## src/rtl/llapi_device.sv

```systemverilog
// llapi_device: controller-side responder for the LLAPI serial link.
// Acknowledges host polls and shifts out a 112-bit TYPE/BUTTONS/ANALOG frame, MSB first.
module llapi_device #(
  parameter int START_MIN = 100,
  parameter int TIMEOUT   = 5000
) (
  input  logic        CLK_50M,
  input  logic        RST_N,
  input  logic        ENABLE,
  input  logic        IO_LATCH_IN,
  output logic        IO_DATA_OUT,
  input  logic [7:0]  DEV_TYPE,
  input  logic [31:0] DEV_BUTTONS,
  input  logic [71:0] DEV_ANALOG,
  output logic        ACTIVE,
  output logic        FRAME_DONE,
  output logic        FRAME_ABORT
);
  typedef enum logic [2:0] {S_IDLE, S_START, S_ACK, S_SHIFT, S_DONE} state_t;

  localparam logic [15:0] LO_LAST  = 16'(START_MIN - 1);
  localparam logic [15:0] HI_LAST  = 16'(TIMEOUT - 1);
  localparam logic [6:0]  LAST_BIT = 7'd111;

  logic [1:0]   rst_sync;
  logic         rst_n_i;
  logic         latch_p0, latch_s, latch_d;
  logic         fall, rise, lo_hit, hi_hit;
  logic [15:0]  lo_cnt, hi_cnt;
  logic [111:0] shreg;
  logic [6:0]   bit_idx;
  logic         data_q, data_nxt, abort_q, load, shift;
  state_t       state, state_nxt;

  always_ff @(posedge CLK_50M or negedge RST_N)
    if (!RST_N) rst_sync <= 2'b00;
    else        rst_sync <= {rst_sync[0], 1'b1};

  assign rst_n_i = rst_sync[1];

  // Stage p0 -> s: pin synchroniser; latch_d keeps the previous latch_s for edge detection
  always_ff @(posedge CLK_50M or negedge rst_n_i)
    if (!rst_n_i) begin
      latch_p0 <= 1'b1;
      latch_s  <= 1'b1;
      latch_d  <= 1'b1;
    end else begin
      latch_p0 <= IO_LATCH_IN;
      latch_s  <= latch_p0;
      latch_d  <= latch_s;
    end

  assign fall   = latch_d & ~latch_s;
  assign rise   = ~latch_d & latch_s;
  // Hits fire on the clock whose count reaches the threshold
  assign lo_hit = ~latch_s & (lo_cnt == LO_LAST);
  assign hi_hit = latch_s & (hi_cnt == HI_LAST);

  always_ff @(posedge CLK_50M or negedge rst_n_i)
    if (!rst_n_i) begin
      lo_cnt <= '0;
      hi_cnt <= '0;
    end else begin
      if (latch_s)                  lo_cnt <= '0;
      else if (lo_cnt != 16'hFFFF)  lo_cnt <= lo_cnt + 16'd1;
      if (state != S_SHIFT || !latch_s) hi_cnt <= '0;
      else if (hi_cnt != 16'hFFFF)      hi_cnt <= hi_cnt + 16'd1;
    end

  always_ff @(posedge CLK_50M or negedge rst_n_i)
    if (!rst_n_i) state <= S_IDLE;
    else          state <= state_nxt;

  always_comb begin
    state_nxt = state;
    if (!ENABLE) begin
      state_nxt = S_IDLE;
    end else begin
      unique case (state)
        S_IDLE:  if (fall) state_nxt = S_START;
        S_START: if (rise) state_nxt = S_IDLE;
                 else if (lo_hit) state_nxt = S_ACK;
        S_ACK:   if (rise) state_nxt = S_SHIFT;
        S_SHIFT: if (lo_hit) state_nxt = S_ACK;
                 else if (hi_hit) state_nxt = S_IDLE;
                 else if (rise && bit_idx == LAST_BIT) state_nxt = S_DONE;
        S_DONE:  state_nxt = S_IDLE;
        default: state_nxt = S_IDLE;
      endcase
    end
  end

  always_comb begin
    data_nxt = data_q;
    if (!ENABLE) begin
      data_nxt = 1'b1;
    end else begin
      unique case (state)
        S_START: if (lo_hit) data_nxt = 1'b0;
        S_ACK:   if (rise) data_nxt = 1'b1;
        S_SHIFT: if (lo_hit) data_nxt = 1'b0;
                 else if (hi_hit) data_nxt = 1'b1;
                 else if (rise && bit_idx == LAST_BIT) data_nxt = 1'b1;
                 else if (fall) data_nxt = shreg[111];
        default: data_nxt = 1'b1;
      endcase
    end
  end

  assign load  = ENABLE & (state == S_ACK) & rise;
  assign shift = ENABLE & (state == S_SHIFT) & rise;

  always_ff @(posedge CLK_50M or negedge rst_n_i)
    if (!rst_n_i) begin
      data_q  <= 1'b1;
      abort_q <= 1'b0;
      shreg   <= '0;
      bit_idx <= '0;
    end else begin
      data_q  <= data_nxt;
      abort_q <= ENABLE & (state == S_SHIFT) & (lo_hit | hi_hit);
      if (load) begin
        shreg   <= {DEV_TYPE, DEV_BUTTONS, DEV_ANALOG};
        bit_idx <= '0;
      end else if (shift) begin
        shreg <= {shreg[110:0], 1'b0};
        if (bit_idx != LAST_BIT) bit_idx <= bit_idx + 7'd1;
      end
    end

  always_comb begin
    IO_DATA_OUT = data_q;
    ACTIVE      = (state == S_ACK) || (state == S_SHIFT) || (state == S_DONE);
    FRAME_DONE  = (state == S_DONE);
    FRAME_ABORT = abort_q;
  end
endmodule

```

## config.mk

```make
export PLATFORM = sky130hd
export DESIGN_NAME = llapi_device
export DESIGN_NICKNAME = d
export VERILOG_FILES = /design/src/rtl/llapi_device.sv
export SDC_FILE = /design/constraint.sdc
export NUM_CORES = 1
export LEC_CHECK = 0
export ABC_AREA = 0
export BUFFER_PORTS_ARGS = -buffer_cell sky130_fd_sc_hd__buf_2
export CAP_MARGIN = 5
export CORE_MARGIN = 2
export CORE_UTILIZATION = 45
export CTS_BUF_LIST = sky130_fd_sc_hd__clkbuf_4 sky130_fd_sc_hd__clkbuf_8
export CTS_CLUSTER_DIAMETER = 30
export DETAILED_ROUTE_END_ITERATION = 7
export PLACE_DENSITY = 0.75
export REMOVE_ABC_BUFFERS = 1
export SYNTH_ARGS = -nofsm -noshare
export SYNTH_HDL_FRONTEND = slang
export SYNTH_SLANG_ARGS = --single-unit
```

## constraint.sdc

```tcl
create_clock -name CLK_50M -period 4.97 [get_ports CLK_50M]
set_clock_uncertainty 0.1 [all_clocks]
set_input_delay 0.2485 -clock CLK_50M [delete_from_list [all_inputs] [get_ports CLK_50M]]
set_output_delay 0.2485 -clock CLK_50M [all_outputs]
set_load 0.02 [all_outputs]
```

==> results of run 1 <==
cell usage after synthesis (2+ instances only):
master     number
nor2_1         39
clkbuf_1       31
buf_2          10
nor3_1         11
a311oi_1        2
nor4bb_1        2
nand3_1        10
nor4_1          4
a31oi_1         3
buf_1           3
ha_1            3
or2_2           2
xor2_1         18
nor3b_1         2
dfstp_2         4
and4b_1         2
mux2i_1       116
xnor2_1         4
and4_1          3
o2111ai_1       3
and3_1          3
nor2b_1         2
nand4_1        12
nor4_4          2
nand4b_1        3
nand2b_1        5
nor4b_1         2
nand2_1       134
o21ai_0       119
inv_1           4
and2_1          4
dfrtp_1       157
o21bai_1        2
a21oi_1         6
nand3b_1        2
critical path: stages, from the launching register on:
cell and delay [ps]:
dfstp_2 570, nand3b_1 170, or2_4 850, buf_4 540, o21ai_0 190
worst paths after layout:
check / slack [ps] / cells past startpoint / startpoint / end
hold / removal: 20 / 3 / DEV_BUTTONS[1] / shreg[73]
hold reg to reg: 260 / 0 / rst_sync[0] / rst_sync[1]
setup reg to reg: 2290 / 4 / latch_d / shreg[86]
setup / recovery: 2290 / 4 / latch_d / shreg[86]
min in group asynchronous: 420 / 0 / rst_sync[1] / shreg[67]
max in group asynchronous: 3360 / 1 / rst_sync[1] / hi_cnt[10]
cells in the final DEF, fill, tap and decap left out, types with 4 or more instances in the layout:
cell,n
and2_1,4
nand2b_1,5
nand4_1,12
xnor2_1,4
dfstp_2,4
nor3_1,11
inv_1,4
clkbuf_8,19
mux2i_1,116
clkbuf_4,6
nor2_1,39
a21oi_1,6
nand3_1,10
nor4_1,4
xor2_1,18
dfrtp_1,155
o21ai_0,119
buf_2,119
nand2_1,134
dlygate4sd3_1,74
where the power goes:
group	internal (mW)	leakage, nW	switching, mW	total (mW)
Sequential	1.75	2.08	0.281	2.03
Clock	0.450	0.190	0.445	0.896
Combinational	0.359	1.96	0.359	0.719
cell type report:
class,instances,area [um2]
clock inverter,5,56.3
timing repair buffer,197,1390
sequential,161,4040
inverter,4,15.0
tap,220,275
clock buffer,25,307
multi-input combinational,537,3380
antenna,2,5.00
fill,1408,7110
sequential cells by signal, indices dropped and copies added (netlist names):
name,flops
FRAME_ABORT,1
IO_DATA_OUT,1
bit_idx,7
hi_cnt,16
latch_d,1
latch_p0,1
latch_s,1
lo_cnt,16
rst_sync,2
shreg,112
state,3
per-stage QoR:
stage	hold slack (ps)	util, %	cells
finish	20.5	57.1	1151
global route	5.55	57.1	1149
CTS	0.359	56.9	1147
detailed placement	-64.6	50.4	1045
global placement	-64.9	50.4	1045
floorplan	-147	-	702
routing by layer:
metal	up-vias	GRT usage, %	part of all wire (%)
li1	2959	-	-
met1	2818	25.0	46
met2	121	30.7	48
met3	16	5.37	4.8
met4	4	4.91	0.87
met5	-	0	0.16
cells by family (layout without fill, tap and decap cells):
group | Yosys count | in the layout | share of synthesized area, %
simple gates | 250 | 250 | 15.6
flops | 161 | 161 | 53.0
compound gates | 145 | 145 | 10.4
mux | 116 | 116 | 15.3
buf+inv | 49 | 231 | 2.63
xor+xnor | 22 | 22 | 2.53
fa+ha+maj | 3 | 3 | 0.493
other cells | 1 | 3 | 0.0493
==> metrics.cfg, run 1 <==
[status]
status = completed

[detailed_routing]
avgRoutedWirePerCell_um = 14.1
num_vias = 5918
antenna_left = 0
wirelength_mm = 16.2
drc_errors = 0
avgViaCountPerCell = 5.14
firstDrtPassIters = 4
drt-initial-drc-count = 381

[setup_path]
worstPathArrival_ps = 2860
crit_required_ps = 5160
cp_max_fo = 126
critical_path_class = reg2reg
start_kind = flip-flop
endpoint_kind = flip-flop

[sta]
fmax_mhz = 373
period_share_pct = 53.9
finalSetupViolCount = 0
max_slew_margin_pct = 23.1
setup_tns_ps = 0
finalHoldViolations = 0
maxSlewViolCount = 0
rsz0062_at_grt = false
period_needed_ps = 2680
final.setup.worst_slack_ps = 2290
worst_pin_slew_ps = 1150

[run]
maxCapViolCount = 0

[cells_and_area]
area_growth_pct = 24.4
final_area_mm2 = 0.00947
fin_nets = 1037
layout-drive-gt1-share_pct = 18.2

[die]
core_area_mm2 = 0.0166
die_area_mm2 = 0.0180
die_h_um = 134
ios = 120
placementRows = 47
die_w_um = 134
initial_utilization_pct = 45.9

[clock_tree]
cts_tree = yes
cts_hold_buffers = 72
cts_sinks = 161
clock_latency_ps = 430
cts_root_buffer = clkbuf_8
cts_max_level = 4
cts_buffers = 17
ctsResizeCount = 0
clk_pin_slew_ps = 80
clock_path_buffers = 2
cts_setup_buffers = 0

[global_routing]
gr-usage-all-layers_pct = 18.9
grt_max_degree = 127
grt_first_pass_wirelength_mm = 27.8
antenna_found_initial = 2
grt.overflow.total = 0
grt_pass1_vias = 5957

[placement]
port_buffers = 119
dp.final_hpwl_mm = 10.1
dp_slack_ps = 2340
place_area_mm2 = 0.00836
gp_congestion = 0.828

[yosys]
synth_cells = 747
synth-edff-count = 0
seq_area_frac_synth_pct = 53.0
yosys.area.top_type_share_pct = 51.6
ys_ff_latch = 161
synth_area_leaders = dfrtp_1, mux2i_1, o21ai_0, nand2_1, xor2_1
ys_types = 53
synth_area_mm2 = 0.00761
synth_flop_cell = dfrtp_1
yosys_warnings = 0
avgSynthCellArea_um2 = 10.2
synth_top_area_cell = dfrtp_1
async_flop_share_pct = 100

[pwr]
p_total_mw = 3.64
power.density_mw_per_mm2 = 385
ir_worst_vdd_uv = 221
p_leak_nw = 4.22

[hold_path]
hold_path.class = in2reg

Power figures use the tool's default switching activity.
==> inputs of run 2 (changes only) <==
- PLACE_DENSITY: 0.75 -> 0.73
- clock period: 4.97 -> 2.79 ns (I/O delays scaled with it)
==> metrics.cfg, run 2 (synthesized netlist as in run 1, its figures left out) <==
[status]
status = completed

[sta]
fmax_mhz = 438  ; +17%
finalSetupViolCount = 0  ; unchanged
hold_ws_ps = 205  ; +185 ps
maxSlewViolCount = 0  ; unchanged
finalHoldViolations = 0  ; unchanged
setup_tns_ps = 0  ; unchanged
rsz0062_at_grt = false
period_needed_ps = 2280  ; -395 ps
worst_pin_slew_ps = 716  ; -439 ps
max_slew_margin_pct = 52.3  ; +29 points
period_share_pct = 81.8  ; +28 points

[global_routing]
gr-usage-all-layers_pct = 20.0  ; +1.2 points
grt_max_degree = 165  ; +30%
grt.overflow.total = 0  ; unchanged
grt_first_pass_wirelength_mm = 29.2  ; +5.1%
antenna_found_initial = 0  ; -2
grt_pass1_vias = 6282  ; +5.5%

[die]
ios = 120  ; unchanged
die_h_um = 134  ; unchanged
placementRows = 47  ; unchanged
die_area_mm2 = 0.0180  ; unchanged
die_w_um = 134  ; unchanged
initial_utilization_pct = 45.9  ; unchanged
core_area_mm2 = 0.0166  ; unchanged

[cells_and_area]
final_area_mm2 = 0.0100  ; +5.9%
regMostFlops = shreg
final_cells = 1199  ; +4.2%
diodes = 0  ; -2
fin_nets = 1085  ; +4.6%
largest_register_ffs = 112  ; unchanged
reg_top3 = shreg (112), hi_cnt (16), lo_cnt (16)
final_common_cell = dfrtp_1
layout-drive-gt1-share_pct = 18.1  ; -0.11 points
layout_common_cells = dfrtp_1, nand2_1, o21ai_0, buf_2
area_growth_pct = 31.8

[clock_tree]
cts_setup_buffers = 0  ; unchanged
clock_path_buffers = 2  ; unchanged
cts_root_buffer = clkbuf_8
clock_latency_ps = 450  ; +20 ps
cts_tree = yes
cts_sinks = 161  ; unchanged
cts_buffers = 17  ; unchanged
clk_pin_slew_ps = 90  ; about the same
cts_max_level = 4  ; unchanged

[pwr]
power.density_mw_per_mm2 = 684  ; +78%
p_seq_share_pct = 52.6  ; -3.1 points
comb_power_share_pct = 19.5  ; -0.2 points
p_clk_share_pct = 27.9  ; +3.3 points
p_sw_share_pct = 29.9  ; +0.049 points
p_sw_mw = 2.05  ; +89%
ir_worst_vdd_uv = 445  ; +100%
p_leak_nw = 4.47  ; +5.8%
p_int_mw = 4.81  ; +88%

[detailed_routing]
drt-initial-drc-count = 316  ; -17%
avgViaCountPerCell = 5.15  ; +0.13%
num_vias = 6173  ; +4.3%
wirelength_mm = 17.2  ; +5.6%
drc_errors = 0  ; unchanged
antenna_left = 0  ; unchanged
firstDrtPassIters = 4  ; unchanged
avgRoutedWirePerCell_um = 14.3  ; +1.4%

[placement]
placed_cells = 1051  ; +0.57%
port_buffers = 119  ; unchanged
place_area_mm2 = 0.00842  ; +0.69%
gp_congestion = 0.826  ; -0.21%
dp.final_hpwl_mm = 9.90  ; -1.6%

[run]
maxCapViolCount = 0  ; unchanged

[setup_path]
endpoint_kind = flip-flop
setup.worst_path.start = latch_s
critical_path_class = reg2reg
crit_required_ps = 3030  ; -2130 ps
cp_max_fo = 164  ; +30%
path_buf_inv = 1  ; unchanged
rr_startpoint = latch_s
cp_slowest_stage_delay_ps = 820  ; -30 ps
reg2reg_depth = 4  ; unchanged
cpLargestDelayFamily = flip-flops
crit_chain = nand3b_1 > or2_4 > buf_12 > o21ai_0
worstPathArrival_ps = 2520  ; -340 ps
slowest_stage = dfstp_2
start_kind = flip-flop
path_depth = 4  ; unchanged

[hold_path]
hold_path.class = reg2async

==> run 2: cell types whose count changed in the layout (fill, tap and decap cells not counted) <==
| cell | previous run | this run |
|---|---|---|
| inv_8 | 0 | 2 |
| bufinv_16 | 1 | 4 |
| clkbuf_8 | 19 | 18 |
| clkinvlp_4 | 1 | 2 |
| inv_6 | 0 | 2 |
| buf_4 | 2 | 7 |
| buf_12 | 2 | 3 |
| clkinv_4 | 1 | 2 |
| diode_2 | 2 | 0 |
| dlygate4sd3_1 | 74 | 116 |
| clkbuf_4 | 6 | 0 |
==> run 2: final cells by class <==
cell class	count	area, um2
Fill cell	1323	6550
Multi-Input combinational cell	537	3380
Inverter	4	15.0
Clock buffer	18	248
Clock inverter	14	203
Tap cell	220	275
Sequential cell	161	4040
Timing Repair Buffer	245	1870
==> run 2: worst paths after layout <==
path	slack, ps	end
worst max-delay path	510	shreg[57]
max in group asynchronous	1630	latch_d
worst min register to register	210	shreg[41]
worst min-delay path	210	shreg[41]
worst max register to register	510	shreg[57]
min in group CLK_50M	250	latch_p0
==> run 2: worst register-to-register path: cells and delay by family (launching register included) <==
family	cells	cell delay (ps)
buffers and inverters	1	200
flip-flops	1	820
AND/OR/NAND/NOR	2	500
AO/OA/AOI/OAI	1	540
==> run 2: per-layer routing <==
layer | global-route usage, % | wire, um
met1 | 25.5 | 7590
met2 | 33.7 | 8530
met3 | 4.76 | 716
met4 | 6.78 | 323
met5 | 0 | 0
==> run 2: power by group through the flow <==
stage	Clock (mW)	Sequential (mW)	Combinational, mW
after global routing	2.06	3.71	1.56
final	1.91	3.61	1.34
after detailed placement	0	3.63	1.20
after CTS	1.96	3.59	1.32
after floorplan	0	3.59	0.907
after global placement	0	3.61	1.13
==> run 2: repair_timing <==
action / CTS / global route
endpoints found under the hold margin: 117 / 0
hold buffers: 116 / 0
resized for setup: 0 / 0
==> run 2: stage by stage <==
stage	setup slack, ps	utilization [%]	power (mW)
finish	507	60.5	6.86
global route	450	60.5	7.33
CTS	665	60.5	6.87
detailed placement	702	50.8	4.83
global placement	725	50.8	4.74
floorplan	-2730	-	4.49
